<file path="src/rtl/flood_it_pkg.sv">
// Shared types and constants for the Flood-It game sequencer and its seed generator.
package flood_it_pkg;

    typedef enum logic [2:0] {
        ST_IDLE    = 3'd0,
        ST_GEN     = 3'd1,
        ST_GEN_ACK = 3'd2,
        ST_PLAY    = 3'd3,
        ST_FLOOD   = 3'd4,
        ST_DONE    = 3'd5
    } state_e;

    localparam int COLOR_W    = 3;
    localparam int SIZE_W     = 5;
    localparam int CNUM_W     = 4;
    localparam int MOVE_W     = 6;
    localparam int SEED_W     = 16;
    localparam int MIN_SIZE   = 2;
    localparam int MIN_COLORS = 3;
    localparam int MAX_COLORS = 8;

    localparam logic [SEED_W-1:0] DEFAULT_SEED = 16'hDAD7;

endpackage

</file>
<file path="src/rtl/seed_lfsr.sv">
// Free-running 16-bit Fibonacci LFSR (taps 16/14/13/11) supplying board seeds.
// An all-zero state can never advance, so it is replaced by the default seed.
module seed_lfsr
    import flood_it_pkg::*;
(
    input  logic              CLOCK,
    input  logic              RESET_N,
    output logic [SEED_W-1:0] lfsr_value
);

    logic [SEED_W-1:0] lfsr_q;
    logic              feedback;

    assign feedback   = lfsr_q[15] ^ lfsr_q[13] ^ lfsr_q[12] ^ lfsr_q[10];
    assign lfsr_value = lfsr_q;

    always_ff @(posedge CLOCK or negedge RESET_N) begin
        if (!RESET_N) begin
            lfsr_q <= DEFAULT_SEED;
        end else if (lfsr_q == '0) begin
            lfsr_q <= DEFAULT_SEED;
        end else begin
            lfsr_q <= {lfsr_q[14:0], feedback};
        end
    end

endmodule

</file>
<file path="src/rtl/flood_game_ctrl.sv">
// Flood-It game sequencer: latches settings, handshakes with the board generator,
// issues one flood-fill per legal colour press, counts moves and declares the result.
module flood_game_ctrl
    import flood_it_pkg::*;
#(
    parameter int MAX_SIZE    = 26,
    parameter int MOVE_SLACK  = 4,
    parameter int GEN_TIMEOUT = 4095
) (
    input  logic               CLOCK,
    input  logic               RESET_N,
    input  logic               BTN_START,
    input  logic               BTN_COLOR_VLD,
    input  logic [COLOR_W-1:0] BTN_COLOR,
    input  logic [SIZE_W-1:0]  SIZE_SEL,
    input  logic [CNUM_W-1:0]  COLOR_NUM_SEL,
    input  logic [COLOR_W-1:0] CORNER_COLOR,
    output logic               NEW_BOARD,
    output logic [SEED_W-1:0]  SEED,
    output logic [SIZE_W-1:0]  SIZE,
    output logic [CNUM_W-1:0]  COLOR_NUM,
    input  logic               GEN_READY,
    output logic               FLOOD_START,
    output logic [COLOR_W-1:0] FLOOD_COLOR,
    input  logic               FLOOD_DONE,
    input  logic               FLOOD_UNIFORM,
    output logic [MOVE_W-1:0]  MOVES,
    output logic [MOVE_W-1:0]  MOVE_LIMIT,
    output logic [2:0]         STATE,
    output logic               WIN,
    output logic               LOSE,
    output logic               ERR
);

    localparam int TMR_W = $clog2(GEN_TIMEOUT + 1);

    function automatic logic [SIZE_W-1:0] clamp_size(input logic [SIZE_W-1:0] s);
        if (s < SIZE_W'(MIN_SIZE)) return SIZE_W'(MIN_SIZE);
        if (s > SIZE_W'(MAX_SIZE)) return SIZE_W'(MAX_SIZE);
        return s;
    endfunction

    function automatic logic [CNUM_W-1:0] clamp_colors(input logic [CNUM_W-1:0] c);
        if (c < CNUM_W'(MIN_COLORS)) return CNUM_W'(MIN_COLORS);
        if (c > CNUM_W'(MAX_COLORS)) return CNUM_W'(MAX_COLORS);
        return c;
    endfunction

    state_e             state_q, state_d;
    logic [SEED_W-1:0]  lfsr_value, seed_q;
    logic [SIZE_W-1:0]  size_q, size_clamped;
    logic [CNUM_W-1:0]  color_num_q, cnum_clamped;
    logic [COLOR_W-1:0] flood_color_q;
    logic [MOVE_W-1:0]  moves_q, move_limit_q;
    logic [TMR_W-1:0]   gen_tmr_q;
    logic               flood_start_q, win_q, lose_q, err_q, pending_q;
    logic               restart, accept, legal_press, tmr_inc;
    logic               set_win, set_lose, set_err, set_pending;

    seed_lfsr u_seed_lfsr (
        .CLOCK      (CLOCK),
        .RESET_N    (RESET_N),
        .lfsr_value (lfsr_value)
    );

    assign size_clamped = clamp_size(SIZE_SEL);
    assign cnum_clamped = clamp_colors(COLOR_NUM_SEL);
    assign legal_press  = ({1'b0, BTN_COLOR} < color_num_q) && (BTN_COLOR != CORNER_COLOR);

    always_ff @(posedge CLOCK or negedge RESET_N) begin
        if (!RESET_N) state_q <= ST_IDLE;
        else          state_q <= state_d;
    end

    always_comb begin
        state_d     = state_q;
        restart     = 1'b0;
        accept      = 1'b0;
        tmr_inc     = 1'b0;
        set_win     = 1'b0;
        set_lose    = 1'b0;
        set_err     = 1'b0;
        set_pending = 1'b0;
        case (state_q)
            ST_IDLE: restart = BTN_START;
            ST_GEN: begin
                if (GEN_READY) begin
                    state_d = ST_GEN_ACK;
                end else if (gen_tmr_q >= TMR_W'(GEN_TIMEOUT)) begin
                    set_err = 1'b1;
                    state_d = ST_IDLE;
                end else begin
                    tmr_inc = 1'b1;
                end
            end
            ST_GEN_ACK: if (!GEN_READY) state_d = ST_PLAY;
            ST_PLAY: begin
                if (BTN_START) begin
                    restart = 1'b1;
                end else if (BTN_COLOR_VLD && legal_press) begin
                    accept  = 1'b1;
                    state_d = ST_FLOOD;
                end
            end
            ST_FLOOD: begin
                // A restart requested mid-fill waits for the engine to finish, then skips scoring.
                if (FLOOD_DONE) begin
                    if (pending_q || BTN_START) begin
                        restart = 1'b1;
                    end else if (FLOOD_UNIFORM) begin
                        set_win = 1'b1;
                        state_d = ST_DONE;
                    end else if (moves_q == move_limit_q) begin
                        set_lose = 1'b1;
                        state_d  = ST_DONE;
                    end else begin
                        state_d = ST_PLAY;
                    end
                end else if (BTN_START) begin
                    set_pending = 1'b1;
                end
            end
            ST_DONE: restart = BTN_START;
            default: state_d = ST_IDLE;
        endcase
        if (restart) state_d = ST_GEN;
    end

    always_ff @(posedge CLOCK or negedge RESET_N) begin
        if (!RESET_N) begin
            seed_q        <= DEFAULT_SEED;
            size_q        <= SIZE_W'(14);
            color_num_q   <= CNUM_W'(6);
            move_limit_q  <= '0;
            moves_q       <= '0;
            flood_color_q <= '0;
            flood_start_q <= 1'b0;
            gen_tmr_q     <= '0;
            win_q         <= 1'b0;
            lose_q        <= 1'b0;
            err_q         <= 1'b0;
            pending_q     <= 1'b0;
        end else begin
            flood_start_q <= accept;
            if (restart) begin
                size_q       <= size_clamped;
                color_num_q  <= cnum_clamped;
                seed_q       <= lfsr_value;
                move_limit_q <= MOVE_W'(size_clamped) + MOVE_W'(cnum_clamped) + MOVE_W'(MOVE_SLACK);
                moves_q      <= '0;
                gen_tmr_q    <= '0;
                win_q        <= 1'b0;
                lose_q       <= 1'b0;
                err_q        <= 1'b0;
                pending_q    <= 1'b0;
            end else begin
                if (accept) begin
                    flood_color_q <= BTN_COLOR;
                    if (moves_q != '1) moves_q <= moves_q + MOVE_W'(1);
                end
                if (tmr_inc)     gen_tmr_q <= gen_tmr_q + TMR_W'(1);
                if (set_win)     win_q     <= 1'b1;
                if (set_lose)    lose_q    <= 1'b1;
                if (set_err)     err_q     <= 1'b1;
                if (set_pending) pending_q <= 1'b1;
            end
        end
    end

    assign NEW_BOARD   = (state_q == ST_GEN);
    assign STATE       = state_q;
    assign SEED        = seed_q;
    assign SIZE        = size_q;
    assign COLOR_NUM   = color_num_q;
    assign MOVE_LIMIT  = move_limit_q;
    assign MOVES       = moves_q;
    assign FLOOD_START = flood_start_q;
    assign FLOOD_COLOR = flood_color_q;
    assign WIN         = win_q;
    assign LOSE        = lose_q;
    assign ERR         = err_q;

endmodule

</file>
<file path="config.mk">
export PLATFORM = sky130hd
export DESIGN_NAME = flood_game_ctrl
export DESIGN_NICKNAME = d
export VERILOG_FILES = /design/src/rtl/flood_it_pkg.sv /design/src/rtl/seed_lfsr.sv /design/src/rtl/flood_game_ctrl.sv
export SDC_FILE = /design/constraint.sdc
export NUM_CORES = 1
export LEC_CHECK = 0
export ABC_AREA = 1
export BUFFER_PORTS_ARGS = -buffer_cell sky130_fd_sc_hd__buf_4
export CAP_MARGIN = 20
export CORE_MARGIN = 4
export CORE_UTILIZATION = 40
export DETAILED_ROUTE_END_ITERATION = 7
export GPL_TIMING_DRIVEN = 1
export PLACE_DENSITY_LB_ADDON = 0.08
export RECOVER_POWER = 100
export SYNTH_ARGS = -nofsm -noshare
export SYNTH_HDL_FRONTEND = slang
export SYNTH_SLANG_ARGS = --single-unit
</file>
<file path="constraint.sdc">
create_clock -name CLOCK -period 2.3 [get_ports CLOCK]
set_input_delay 0.23 -clock CLOCK [delete_from_list [all_inputs] [get_ports CLOCK]]
set_output_delay 0.23 -clock CLOCK [all_outputs]
set_load 0.005 [all_outputs]
</file>
==> flow_metrics.py <==
metrics = {
    "status": {
        "run_status": "finished clean",
    },
    "setup_path": {
        "cp-start-kind": "flip-flop",
        "critical_path_class": "reg -> reg",
        "arrival_ns": 2.23,
        "r2r_slack_ns": 0.33,
        "rr_startpoint": "STATE[0]",
        "cp-end-kind": "flip-flop",
        "reg2reg_to": "COLOR_NUM[1]",
        "ff2ff_path_depth": 8,
        "cp.required_ns": 2.56,
        "critPathMaxFanout": 32,
    },
    "yosys": {
        "yosysWarningCount": 0,
        "synthesis.instances": 467,
        "synth_area_mm2": 0.00388,
        "synth_area_per_cell_um2": 8.31,
        "synth_nets": 502,
        "ys_seq_elements": 76,
        "ys_seq_area_share_pct": 49.9,
        "synth_cell_types": 33,
    },
    "cells_and_area": {
        "stdcell_count": 667,
        "finalNetCount": 568,
        "drive_above_1_share_pct": 21.0,
        "finalInstanceArea_mm2": 0.00464,
        "antennaDiodeCount": 0,
        "syn_to_final_growth_pct": 19.6,
    },
    "die": {
        "die_x_um": 106,
        "pin_count": 70,
        "die_y_um": 106,
        "initial_utilization_pct": 41.6,
        "rows": 35,
        "die-area_mm2": 0.0113,
        "core_area_mm2": 0.00933,
    },
    "timing": {
        "setup_viol": 0,
        "finalSetupTns_ns": 0,
        "timing.final.ws_setup_ns": 0.328,
        "min_period_ns": 1.97,
        "finalClockSkew_ns": 0.00856,
        "worstMarginPinSlew_ns": 1.05,
        "fmax_mhz": 507,
        "rsz0062_at_grt": "false",
        "hold_viol_final": 0,
        "relSlewSlack_pct": 30.0,
        "slew_viol_final": 0,
        "finalCritPeriodShare_pct": 85.8,
    },
    "placed_design": {
        "hpwl_mm": 6.44,
        "gp_congestion": 0.841,
        "io_buffers": 69,
        "dp_slack_ns": 0.254,
        "place_inst": 650,
        "placed_cell_area_mm2": 0.00449,
    },
    "clock_network": {
        "cts_root_buf": "clkbuf_8",
        "post_cts_buffers": 0,
        "clkLatencyLatePin_ns": 0.35,
        "cts_tree": "built",
        "hold_buffers": 1,
        "htree_levels": 3,
        "cts_buffers": 9,
        "clkSlewWorstSetupHoldPaths_ns": 0.08,
        "post_cts_resized": 0,
        "clockBufferDepth": 2,
        "clkSinkCount": 76,
    },
    "power_and_ir_drop": {
        "cellPowerDensity_mw_per_mm2": 1020,
        "p_total_mw": 4.72,
        "vdd_drop_max_mv": 0.509,
        "leakage_nw": 2.32,
    },
    "routing": {
        "vias": 3141,
        "wl_per_cell_um": 12.9,
        "drt-pass1-iter-count": 4,
        "drcViolationCount": 0,
        "wirelength_mm": 8.57,
        "drt_iter0_markers": 75,
        "ant_nets": 0,
        "via_per_inst": 4.71,
    },
    "grt": {
        "first_global_vias": 3059,
        "grt.met2_usage_pct": 26.9,
        "track_usage_pct": 16.0,
        "grt.busiest_layer": "met2",
        "grt.overflow.total": 0,
        "grtUsageMet3_pct": 3.04,
        "grt_pass1_wl_mm": 14.5,
        "antenna_found_initial": 0,
        "grt_use_met1_pct": 20.7,
        "grt_max_degree": 41,
    },
    "flow_run": {
        "cap_violations": 0,
    },
    "min_path": {
        "hold_path_end": "FLOOD_COLOR[1]",
        "min_from": "BTN_COLOR[1]",
        "hold_depth": 3,
        "hold_class": "in -> reg",
    },
}
-- final cells by class --
type                    instances  area (um^2)
fillers                       958         4690
repair buffers                 74          554
clock inverters                 6         45.0
inverters                      55          206
well taps                     129          161
multi-input cells             317         1590
flip-flops and latches         76         1940
clock buffers                  10          149
-- metal layers --
layer  vias to the layer above  wire length (um)
li1                       1605                 -
met4                         0                80
met5                         -                 0
met3                         8               436
met1                      1463              3970
met2                        65              4090
-- Yosys cell counts (all sizes together) --
| cell type | n | area share (%) |
|---|---|---|
| dfstp | 27 | 18 |
| nor3b | 2 | 0.39 |
| nand4 | 9 | 1.6 |
| a21oi | 12 | 1.6 |
| a31oi | 2 | 0.32 |
| o22ai | 2 | 0.32 |
| xnor2 | 7 | 1.6 |
| nand2 | 152 | 15 |
| o21a | 1 | 0.19 |
| nor4 | 4 | 0.64 |
| o21ai | 31 | 4.7 |
| buf | 10 | 2.1 |
| nor2 | 37 | 3.8 |
| inv | 55 | 5.3 |
| fa | 1 | 0.52 |
| clkbuf | 9 | 0.87 |
| ha | 12 | 3.9 |
| nor3 | 8 | 1.2 |
| xor2 | 8 | 1.8 |
| dfrtp | 49 | 32 |
| nand3 | 29 | 4.0 |
-- kinds of logic after synthesis --
family / after synthesis / synth area share [%]
flip-flops: 76 / 49.9
AND/OR/NAND/NOR: 241 / 26.9
XOR/XNOR: 15 / 3.39
AO/OA/AOI/OAI: 48 / 7.16
buffers and inverters: 74 / 8.26
adder cells (fa/ha/maj): 13 / 4.39
-- metrics by stage --
| stage | hold slack, ns | utilization [%] |
|---|---|---|
| after floorplan | -0.0656 | - |
| after global placement | 0.253 | 48.1 |
| after detailed placement | 0.257 | 48.1 |
| after CTS | 0.102 | 50.3 |
| after global routing | 0.118 | 49.8 |
| final | 0.120 | 49.8 |
-- flip-flops by register name (all words and copies together) (netlist names) --
signal	cells
COLOR_NUM	4
ERR	1
FLOOD_COLOR	3
FLOOD_START	1
LOSE	1
MOVES	6
MOVE_LIMIT	6
SEED	16
SIZE	5
STATE	3
WIN	1
gen_tmr_q	12
pending_q	1
u_seed_lfsr.lfsr_value	16
-- worst max-delay path: stages, from the launching register on --
cell and delay [ns]:
dfrtp_1 0.45, inv_1 0.16, nand2_1 0.14, nor2_4 0.16, nand2_1 0.08, nand2_2 0.08, clkbuf_2 0.54, nand2_1 0.15
o21ai_0 0.12
-- where the power goes --
group | switching (mW) | leakage (nW) | total (mW) | internal (mW)
Sequential | 0.243 | 0.926 | 1.99 | 1.74
Clock | 0.515 | 0.0983 | 0.978 | 0.464
Combinational | 1.01 | 1.30 | 1.76 | 0.750
Total | 1.77 | 2.32 | 4.72 | 2.96
-- cells in the final DEF, fill, tap and decap left out, types with 2 or more instances in the layout --
| cell type | count |
|---|---|
| nand2_1 | 148 |
| inv_1 | 51 |
| dfrtp_1 | 49 |
| nor2_1 | 36 |
| clkbuf_4 | 35 |
| buf_4 | 32 |
| nand3_1 | 27 |
| o21ai_0 | 25 |
| dfstp_1 | 14 |
| dfstp_2 | 13 |
| ha_1 | 12 |
| a21oi_1 | 11 |
| nand4_1 | 9 |
| clkbuf_8 | 9 |
| xor2_1 | 8 |
| xnor2_1 | 7 |
| nor3_1 | 7 |
| o21ai_1 | 5 |
| nor4_1 | 4 |
| inv_2 | 4 |
| clkbuf_1 | 3 |
| nand3_2 | 2 |
| nand2_2 | 2 |
| a31oi_1 | 2 |
| nand2_4 | 2 |
| nor3b_1 | 2 |
| o22ai_1 | 2 |
| clkinv_4 | 2 |
| clkbuf_2 | 2 |
-- how the worst max path moves through the flow --
stage                               end  slack, ns    startpoint
after floorplan           MOVE_LIMIT[3]       0.51   SIZE_SEL[0]
after global placement    MOVE_LIMIT[5]       0.29   SIZE_SEL[0]
after detailed placement  MOVE_LIMIT[5]       0.25   SIZE_SEL[0]
after CTS                      STATE[0]       0.46  gen_tmr_q[0]
after global routing           MOVES[4]       0.13      STATE[0]
final                      COLOR_NUM[1]       0.33      STATE[0]
No activity file was read; power rests on OpenSTA's default activity.
